<file path="config.mk">
export PLATFORM = sky130hd
export DESIGN_NAME = proteus_psum_accum
export DESIGN_NICKNAME = d
export VERILOG_FILES = /design/src/rtl/proteus_psum_accum.sv
export SDC_FILE = /design/constraint.sdc
export NUM_CORES = 2
export LEC_CHECK = 0
export CORE_AREA = 4 4 314 316
export CTS_CLUSTER_SIZE = 12
export DETAILED_ROUTE_END_ITERATION = 8
export DIE_AREA = 0 0 318 320
export PLACE_DENSITY = 0.62
export SETUP_SLACK_MARGIN = 0.4
export SYNTH_ARGS = -nofsm -noshare
export SYNTH_HDL_FRONTEND = slang
export SYNTH_SLANG_ARGS = --single-unit
</file>
<file path="constraint.sdc">
create_clock -name clk -period 3.2 [get_ports clk]
set_clock_uncertainty 0.05 [all_clocks]
set_input_delay 0.8 -clock clk [delete_from_list [all_inputs] [get_ports clk]]
set_output_delay 0.8 -clock clk [all_outputs]
set_load 0.03 [all_outputs]
</file>
<file path="src/rtl/proteus_psum_accum.sv">
// ---------------------------------------------------------------------------
// proteus_psum_accum
//
// NFU-2 partial-sum accumulator. It accumulates Tn signed lanes over a job of
// `passes` input beats. The starting value is either zero or a seed vector
// reloaded from NBout. When the job completes, the block presents one
// saturated result vector. That vector is held under backpressure and tagged
// final (to NFU-3) or partial (written back to NBout).
//
// Optional build macro:
//   PROTEUS_PSUM_SAT_STATS_EN - builds the saturation event counter that
//                               drives o_sat_cnt. When the macro is
//                               undefined, o_sat_cnt is tied to zero.
//
// Ports:
//   clk, rst_n            clock (rising edge) / asynchronous active-low reset
//   i_start               job start pulse, honoured only in IDLE
//   i_passes              beats per job (0 behaves as 1)
//   i_seed_en, i_seed     at start: initialise the accumulator from i_seed
//                         when i_seed_en is 1, otherwise from zero
//   i_final               at start: result tag (1 = final, 0 = partial)
//   i_abort               synchronous job cancel (highest priority)
//   i_in_valid/o_in_ready input beat handshake, data on i_in_data
//   o_out_valid/i_out_ready result handshake, data on o_out_data
//   o_out_final           tag latched at start
//   o_busy                high whenever the state is not IDLE
//   o_sat_cnt             number of input fires in which any lane clamped
// ---------------------------------------------------------------------------
module proteus_psum_accum #(
  parameter int BIT_WIDTH = 16,
  parameter int Tn        = 16,
  parameter int CNT_W     = 8
) (
  input  logic                    clk,
  input  logic                    rst_n,
  input  logic                    i_start,
  input  logic [CNT_W-1:0]        i_passes,
  input  logic                    i_seed_en,
  input  logic [BIT_WIDTH*Tn-1:0] i_seed,
  input  logic                    i_final,
  input  logic                    i_abort,
  input  logic                    i_in_valid,
  output logic                    o_in_ready,
  input  logic [BIT_WIDTH*Tn-1:0] i_in_data,
  output logic                    o_out_valid,
  input  logic                    i_out_ready,
  output logic [BIT_WIDTH*Tn-1:0] o_out_data,
  output logic                    o_out_final,
  output logic                    o_busy,
  output logic [15:0]             o_sat_cnt
);

  typedef enum logic [1:0] {
    ST_IDLE  = 2'd0,
    ST_ACCUM = 2'd1,
    ST_HOLD  = 2'd2
  } state_e;

  localparam int VW = BIT_WIDTH * Tn;

  state_e            state_q, state_d;
  logic [VW-1:0]     acc_q, acc_d;
  logic [VW-1:0]     out_data_q, out_data_d;
  logic [CNT_W-1:0]  cnt_q, cnt_d;
  logic [CNT_W-1:0]  passes_q, passes_d;
  logic              final_q, final_d;

  logic [VW-1:0]     acc_sum;
  logic              start_ok;
  logic              in_fire;

  // Abort wins over both a start in IDLE and a beat in ACCUM.
  assign start_ok = (state_q == ST_IDLE)  && i_start    && !i_abort;
  assign in_fire  = (state_q == ST_ACCUM) && i_in_valid && !i_abort;

`ifdef PROTEUS_PSUM_SAT_STATS_EN
  logic [Tn-1:0] lane_clamp;
`endif

  // Per-lane saturating add. The sum is computed one bit wider, so overflow
  // shows up as disagreement between the top two bits. The top bit of the
  // wide sum then gives the true sign, which selects the clamp direction.
  for (genvar gi = 0; gi < Tn; gi++) begin : g_lane
    logic [BIT_WIDTH-1:0] a;
    logic [BIT_WIDTH-1:0] b;
    logic [BIT_WIDTH:0]   sum;
    logic                 ovf;

    assign a   = acc_q[gi*BIT_WIDTH +: BIT_WIDTH];
    assign b   = i_in_data[gi*BIT_WIDTH +: BIT_WIDTH];
    assign sum = {a[BIT_WIDTH-1], a} + {b[BIT_WIDTH-1], b};
    assign ovf = sum[BIT_WIDTH] ^ sum[BIT_WIDTH-1];

    assign acc_sum[gi*BIT_WIDTH +: BIT_WIDTH] =
        !ovf           ? sum[BIT_WIDTH-1:0] :
        sum[BIT_WIDTH] ? {1'b1, {(BIT_WIDTH-1){1'b0}}} :
                         {1'b0, {(BIT_WIDTH-1){1'b1}}};

`ifdef PROTEUS_PSUM_SAT_STATS_EN
    assign lane_clamp[gi] = ovf;
`endif
  end

  always_comb begin
    state_d    = state_q;
    acc_d      = acc_q;
    out_data_d = out_data_q;
    cnt_d      = cnt_q;
    passes_d   = passes_q;
    final_d    = final_q;

    case (state_q)
      ST_IDLE: begin
        if (start_ok) begin
          passes_d = (i_passes == '0) ? {{(CNT_W-1){1'b0}}, 1'b1} : i_passes;
          final_d  = i_final;
          acc_d    = i_seed_en ? i_seed : '0;
          cnt_d    = '0;
          state_d  = ST_ACCUM;
        end
      end
      ST_ACCUM: begin
        if (i_abort) begin
          state_d = ST_IDLE;
        end else if (in_fire) begin
          acc_d = acc_sum;
          cnt_d = cnt_q + 1'b1;
          // The final beat publishes the same-cycle sum directly.
          if (cnt_q == passes_q - 1'b1) begin
            out_data_d = acc_sum;
            state_d    = ST_HOLD;
          end
        end
      end
      ST_HOLD: begin
        if (i_abort || i_out_ready) begin
          state_d = ST_IDLE;
        end
      end
      default: state_d = ST_IDLE;
    endcase
  end

  always_ff @(posedge clk or negedge rst_n) begin
    if (!rst_n) begin
      state_q    <= ST_IDLE;
      acc_q      <= '0;
      out_data_q <= '0;
      cnt_q      <= '0;
      passes_q   <= '0;
      final_q    <= 1'b0;
    end else begin
      state_q    <= state_d;
      acc_q      <= acc_d;
      out_data_q <= out_data_d;
      cnt_q      <= cnt_d;
      passes_q   <= passes_d;
      final_q    <= final_d;
    end
  end

`ifdef PROTEUS_PSUM_SAT_STATS_EN
  logic [15:0] sat_cnt_q, sat_cnt_d;

  always_comb begin
    sat_cnt_d = sat_cnt_q;
    if (start_ok) begin
      sat_cnt_d = '0;
    end else if (in_fire && (|lane_clamp) && (sat_cnt_q != 16'hFFFF)) begin
      sat_cnt_d = sat_cnt_q + 16'd1;
    end
  end

  always_ff @(posedge clk or negedge rst_n) begin
    if (!rst_n) begin
      sat_cnt_q <= '0;
    end else begin
      sat_cnt_q <= sat_cnt_d;
    end
  end

  assign o_sat_cnt = sat_cnt_q;
`else
  assign o_sat_cnt = 16'd0;
`endif

  assign o_in_ready  = (state_q == ST_ACCUM);
  assign o_out_valid = (state_q == ST_HOLD);
  assign o_busy      = (state_q != ST_IDLE);
  assign o_out_data  = out_data_q;
  assign o_out_final = final_q;

endmodule

</file>
**Word-level counts from Yosys, hierarchy flattened**

Cells that the tools add are included.

- Input bits: 528
- Flip-flop bits (word level): 531
- Output and inout port bits: 276

- Reductions and logical operators: 14
- Bitwise operators: 17
- Equal/unequal tests: 9
- Multiplexer cells: 48
- $add $sub $neg: 18

Operator list:

| cell | number |
|---|---|
| 256-bit two-way mux | 4 |
| 16-bit two-way mux | 32 |
| 256-bit case mux with 2 select lines | 1 |
| 16-bit by 16-bit adder with 17-bit output | 16 |
| 8-bit two-way mux | 4 |
| 8-bit case mux with 2 select lines | 1 |
| 1-bit XOR | 16 |
| 4-bit AND reduction | 3 |
| 2-bit two-way mux | 5 |
| 8-bit by 1-bit adder with 8-bit output, second input constant | 1 |
| 8-bit == test | 1 |
| 8-bit zero test | 1 |
| 8-bit by 1-bit subtractor with 8-bit output, second input constant | 1 |
| 3-bit by 2-bit != test with 1-bit output, second input constant | 2 |
| 2-bit case mux with 3 select lines | 1 |
| 1-bit logical AND | 4 |
| 2-bit by 1-bit != test with 1-bit output, second input constant | 2 |
| 2-bit != test, second input constant | 2 |
| 2-bit nonzero test | 2 |
| 2-bit by 1-bit == test with 1-bit output, second input constant | 1 |
| 2-bit == test, second input constant | 1 |
| 2-bit zero test | 1 |
| 2-bit AND reduction | 1 |
| 1-bit zero test | 1 |
| 2 further kinds | 2 |

**Depth between registers and ports, before layout**

- Word-level depth: 6
- Depth in mapped cells: 15
- Mapped depth without buffers: 12

**Least setup slack after synthesis**

OpenSTA, ideal clock, no wires.

- Path kind: input-to-reg
- Start: input i_in_data[240]
- End: register acc_q[245]
- Setup time: 104 ps
- Setup slack: -285 ps
- Required time: 3,046 ps
- Cell stages on the path: 13
- Arrival time: 3,331 ps
- Buffers on the path: 2
- Path through: ha_1 -> inv_1 -> fa_1 -> nor2b_1 -> o31ai_1 -> a211o_1 -> a211o_1 -> a32oi_1 -> or2_0 -> buf_2 -> buf_4 -> nand2_1 -> a221oi_1

- Word-level cells in the longest chain between the ends: 6
- Elaborated cells between the ends (all ways): 7
- Classes of those cells: add/sub: 1; mux: 5; bitwise: 1

RTL lines:

| element | line | RTL |
|---|---|---|
| start, declared | 44 | `input logic [BIT_WIDTH*Tn-1:0] i_in_data,` |
| 16-bit by 16-bit adder with 17-bit output * | 91 | `assign sum = {a[BIT_WIDTH-1], a} + {b[BIT_WIDTH-1], b};` |
| 16-bit two-way mux or 1-bit XOR (tied branches) | 96, 92 |  |
| 16-bit two-way mux * | 95 | `!ovf ? sum[BIT_WIDTH-1:0] :` |
| 256-bit two-way mux * | 125 | `end else if (in_fire) begin` |
| 256-bit two-way mux * | 123 | `if (i_abort) begin` |
| 256-bit case mux with 2 select lines * | 112 | `case (state_q)` |
| end signal, assigned | 147 | `acc_q <= '0;` |
| end signal, assigned | 154 | `acc_q <= acc_d;` |
| end, declared | 62 | `logic [VW-1:0] acc_q, acc_d;` |

Every way passes the cells marked *; elsewhere a longest branch is shown, timed or not. The select of a mux whose other input is x is not followed.
A chain may end at the register's enable or synchronous reset.

**Worst setup path in the final report**

- Start: input i_in_data[227]
- End: register acc_q[229]

The elaborated chain is that of the path after synthesis.

==> reports/qor.csv <==
metric,value,unit
cp-start-kind,input pin,
cp_cell_sequence,clkdlybuf4s50_1 -> ha_1 -> o21a_1 -> o31a_1 -> o2111ai_2 -> or4b_4 -> a311oi_2 -> a21oi_2 -> nor2_4 -> buf_12 -> o21ai_1 -> a221o_1,
clk_latency,640,ps
clockBufferDepth,3,
start_util,36.7,%
hp-class,in2async,
failed_checks,negative setup slack,
outcome,finished with violations,
r2r_slack,-20,ps
yosys.cell_types.count,90,
syn_inst,4120,
layout_commonest_cell,buf_4,
routabilityCongestion,0.927,
syn_area_per_cell,8.55,sq um
ant_nets,0,
synth_edf_count,0,
path_clk_slew,60,ps
ioPinCount,804,
finalPower,0.0527,W
rsz0062_at_grt,true,
ir_worst_vdd,0.554,mV
fin_crit,3220,ps
syn_to_final_growth,66.3,%
seqCellArea,13300,sq um
drt_wl_total,155000,um
cp_slowest_cell,or4b_4,
place_area,51700,sq um
power_leakage,26.4,nW
grt.total_usage,28.7,%
worst_pin_slew,954,ps
wl_per_cell,22.0,um
root_buffer,clkbuf_16,
ys_ff_latch,531,
crit_fanout,10,
synth-seq-area-share,37.7,%
worstPathRequired,3660,ps
setup.worst_path.start,i_in_data[227],
grt_start_max_net_pins,90,
drt-vias-per-instance,5.43,
hpwl,116000,um
syn_area,35200,sq um
cts.sinks,531,
crit_end,acc_q[229]$_DFFE_PN0P_,
h-tree-depth,3,
cts_tree,built,
drc,0,
core-area,96000,sq um
yosys_most_used_dff,dfrtp_1,
numCtsBuffers,69,
drive_gt1_share,30.4,%
nets,6501,
grt_pass1_wl,229000,um
vias,38400,
path_depth,12,
grt_pass1_vias,38200,
drv_cap,0,
period_share,101,%
multi_input_area,25000,sq um
final_area,58600,sq um
grt_antenna_before_repair,58,
clock.fmax,311,MHz
async_flop_share,100,%
die_width,318,um
dr.pass1.iters,6,
place.port_buffers,787,
slew_violations,0,
r2r_end,acc_q[229]$_DFFE_PN0P_,
setup_ws,-16.3,ps
final-setup-viol-count,4,
critPathTopFamily,compound AO/OA/AOI/OAI gates,
worstRegToRegCells,13,
final_hold_viol_count,0,
fin_hold_ws,52.9,ps
initialDrtViolationCount,2634,
mostFrequentLayoutCells,"buf_4, clkdlybuf4s50_1, nand2_1",
cp.arrival,3670,ps
dieArea,102000,sq um
relSlewSlack,36.4,%
cts_hold_buffers,0,
cp_slowest_stage_delay,510,ps
die_h,320,um
endpoint_kind,flop,
num_rows,114,
power_density,900,nW/um^2
nFillCells,8143,
r2r_start,acc_q[224]$_DFFE_PN0P_,
critPathKind,in2reg,
ys_warn_count,0,
grt-ovfl-total,0,
crit_buf_inv,2,
==> layout make-up <==
class / count / share of cell area, %
Sequential cell: 531 / 22.7
Antenna cell: 38 / 0.162
Timing Repair Buffer: 1720 / 27.1
Inverter: 97 / 0.639
Clock inverter: 28 / 0.613
Multi-Input combinational cell: 3280 / 42.6
Clock buffer: 96 / 3.43
Tap cell: 1276 / 2.73
==> how the worst min path moves through the flow <==
stage,from,endpoint,slack [ps],cells past startpoint
final,rst_n,o_out_data[60]$_DFFE_PN0P_,50,1
after CTS,rst_n,o_out_data[60]$_DFFE_PN0P_,50,1
after global routing,rst_n,o_out_data[60]$_DFFE_PN0P_,60,1
after global placement,o_out_data[125]$_DFFE_PN0P_,o_out_data[125]$_DFFE_PN0P_,400,2
after detailed placement,o_out_data[202]$_DFFE_PN0P_,o_out_data[202]$_DFFE_PN0P_,410,2
after floorplan,acc_q[100]$_DFFE_PN0P_,acc_q[100]$_DFFE_PN0P_,400,2
==> stage by stage <==
| step | utilization, % | cells | worst slack [ps] | setup TNS, ps |
|---|---|---|---|---|
| 2_1_floorplan | - | 4135 | -159 | -4000 |
| 3_3_place_gp | 53.9 | 6751 | -813 | -265210 |
| 3_5_place_dp | 53.9 | 6751 | -856 | -282880 |
| 4_1_cts | 58.6 | 6969 | 34.1 | 0 |
| 5_1_grt | 61.0 | 7055 | -123 | -1650 |
| 6_report | 61.0 | 7066 | -16.3 | -31.8 |
==> per-layer routing <==
layer / global-route usage (%) / share of wire [%]
met5: 0 / 0.073
met4: 11.8 / 4.5
met3: 6.09 / 6.7
met1: 35.7 / 41
met2: 48.6 / 48
==> state kept, by name (all words and copies together) (netlist names) <==
name / count
acc_q: 256
cnt_q: 8
o_out_data: 256
o_out_final: 1
passes_q: 8
state_q: 2
==> power breakdown <==
part	leakage, nW	internal (W)	switching [W]	total, W
Combinational	18.4	0.0174	0.0170	0.0344
Clock	1.16	0.00497	0.00327	0.00823
Sequential	6.89	0.00852	0.00152	0.0100
==> cell families after synthesis <==
logic type,share of synthesized area (%)
AO/OA/AOI/OAI,26.0
XOR/XNOR,5.04
adder cells (fa/ha/maj),10.8
buffers and inverters,3.85
flip-flops,37.7
multiplexers,0.945
other,0.0106
AND/OR/NAND/NOR,15.7
==> synthesized netlist by cell type (26+ instances only) <==
cell,instances,area share (%)
dfrtp_1,531,38
nor2_1,316,3.4
nand3_1,58,0.82
a31oi_1,47,0.83
o211ai_1,33,0.70
buf_2,38,0.54
xnor2_1,124,3.1
a211oi_1,30,0.64
nor2b_1,31,0.55
a22oi_1,41,0.87
nor3_1,39,0.55
o21ai_0,468,6.6
mux2_2,26,0.83
clkbuf_1,170,1.8
inv_1,96,1.0
nand2_1,573,6.1
a21oi_1,416,5.9
ha_1,258,9.2
xor2_1,77,1.9
nand2b_1,37,0.66
a221oi_1,43,1.1
o31ai_1,26,0.55
and3_1,99,1.8
a21o_1,87,1.9
o21a_1,78,1.7
==> repair_timing <==
action / 4_1_cts / 5_1_grt
gates resized for setup: 379 / 459
gates cloned: 9 / 1
endpoints found under the setup margin: 500 / 493
buffers inserted: 85 / 58
pin swaps: 214 / 262
No activity file was read; power rests on OpenSTA's default activity.
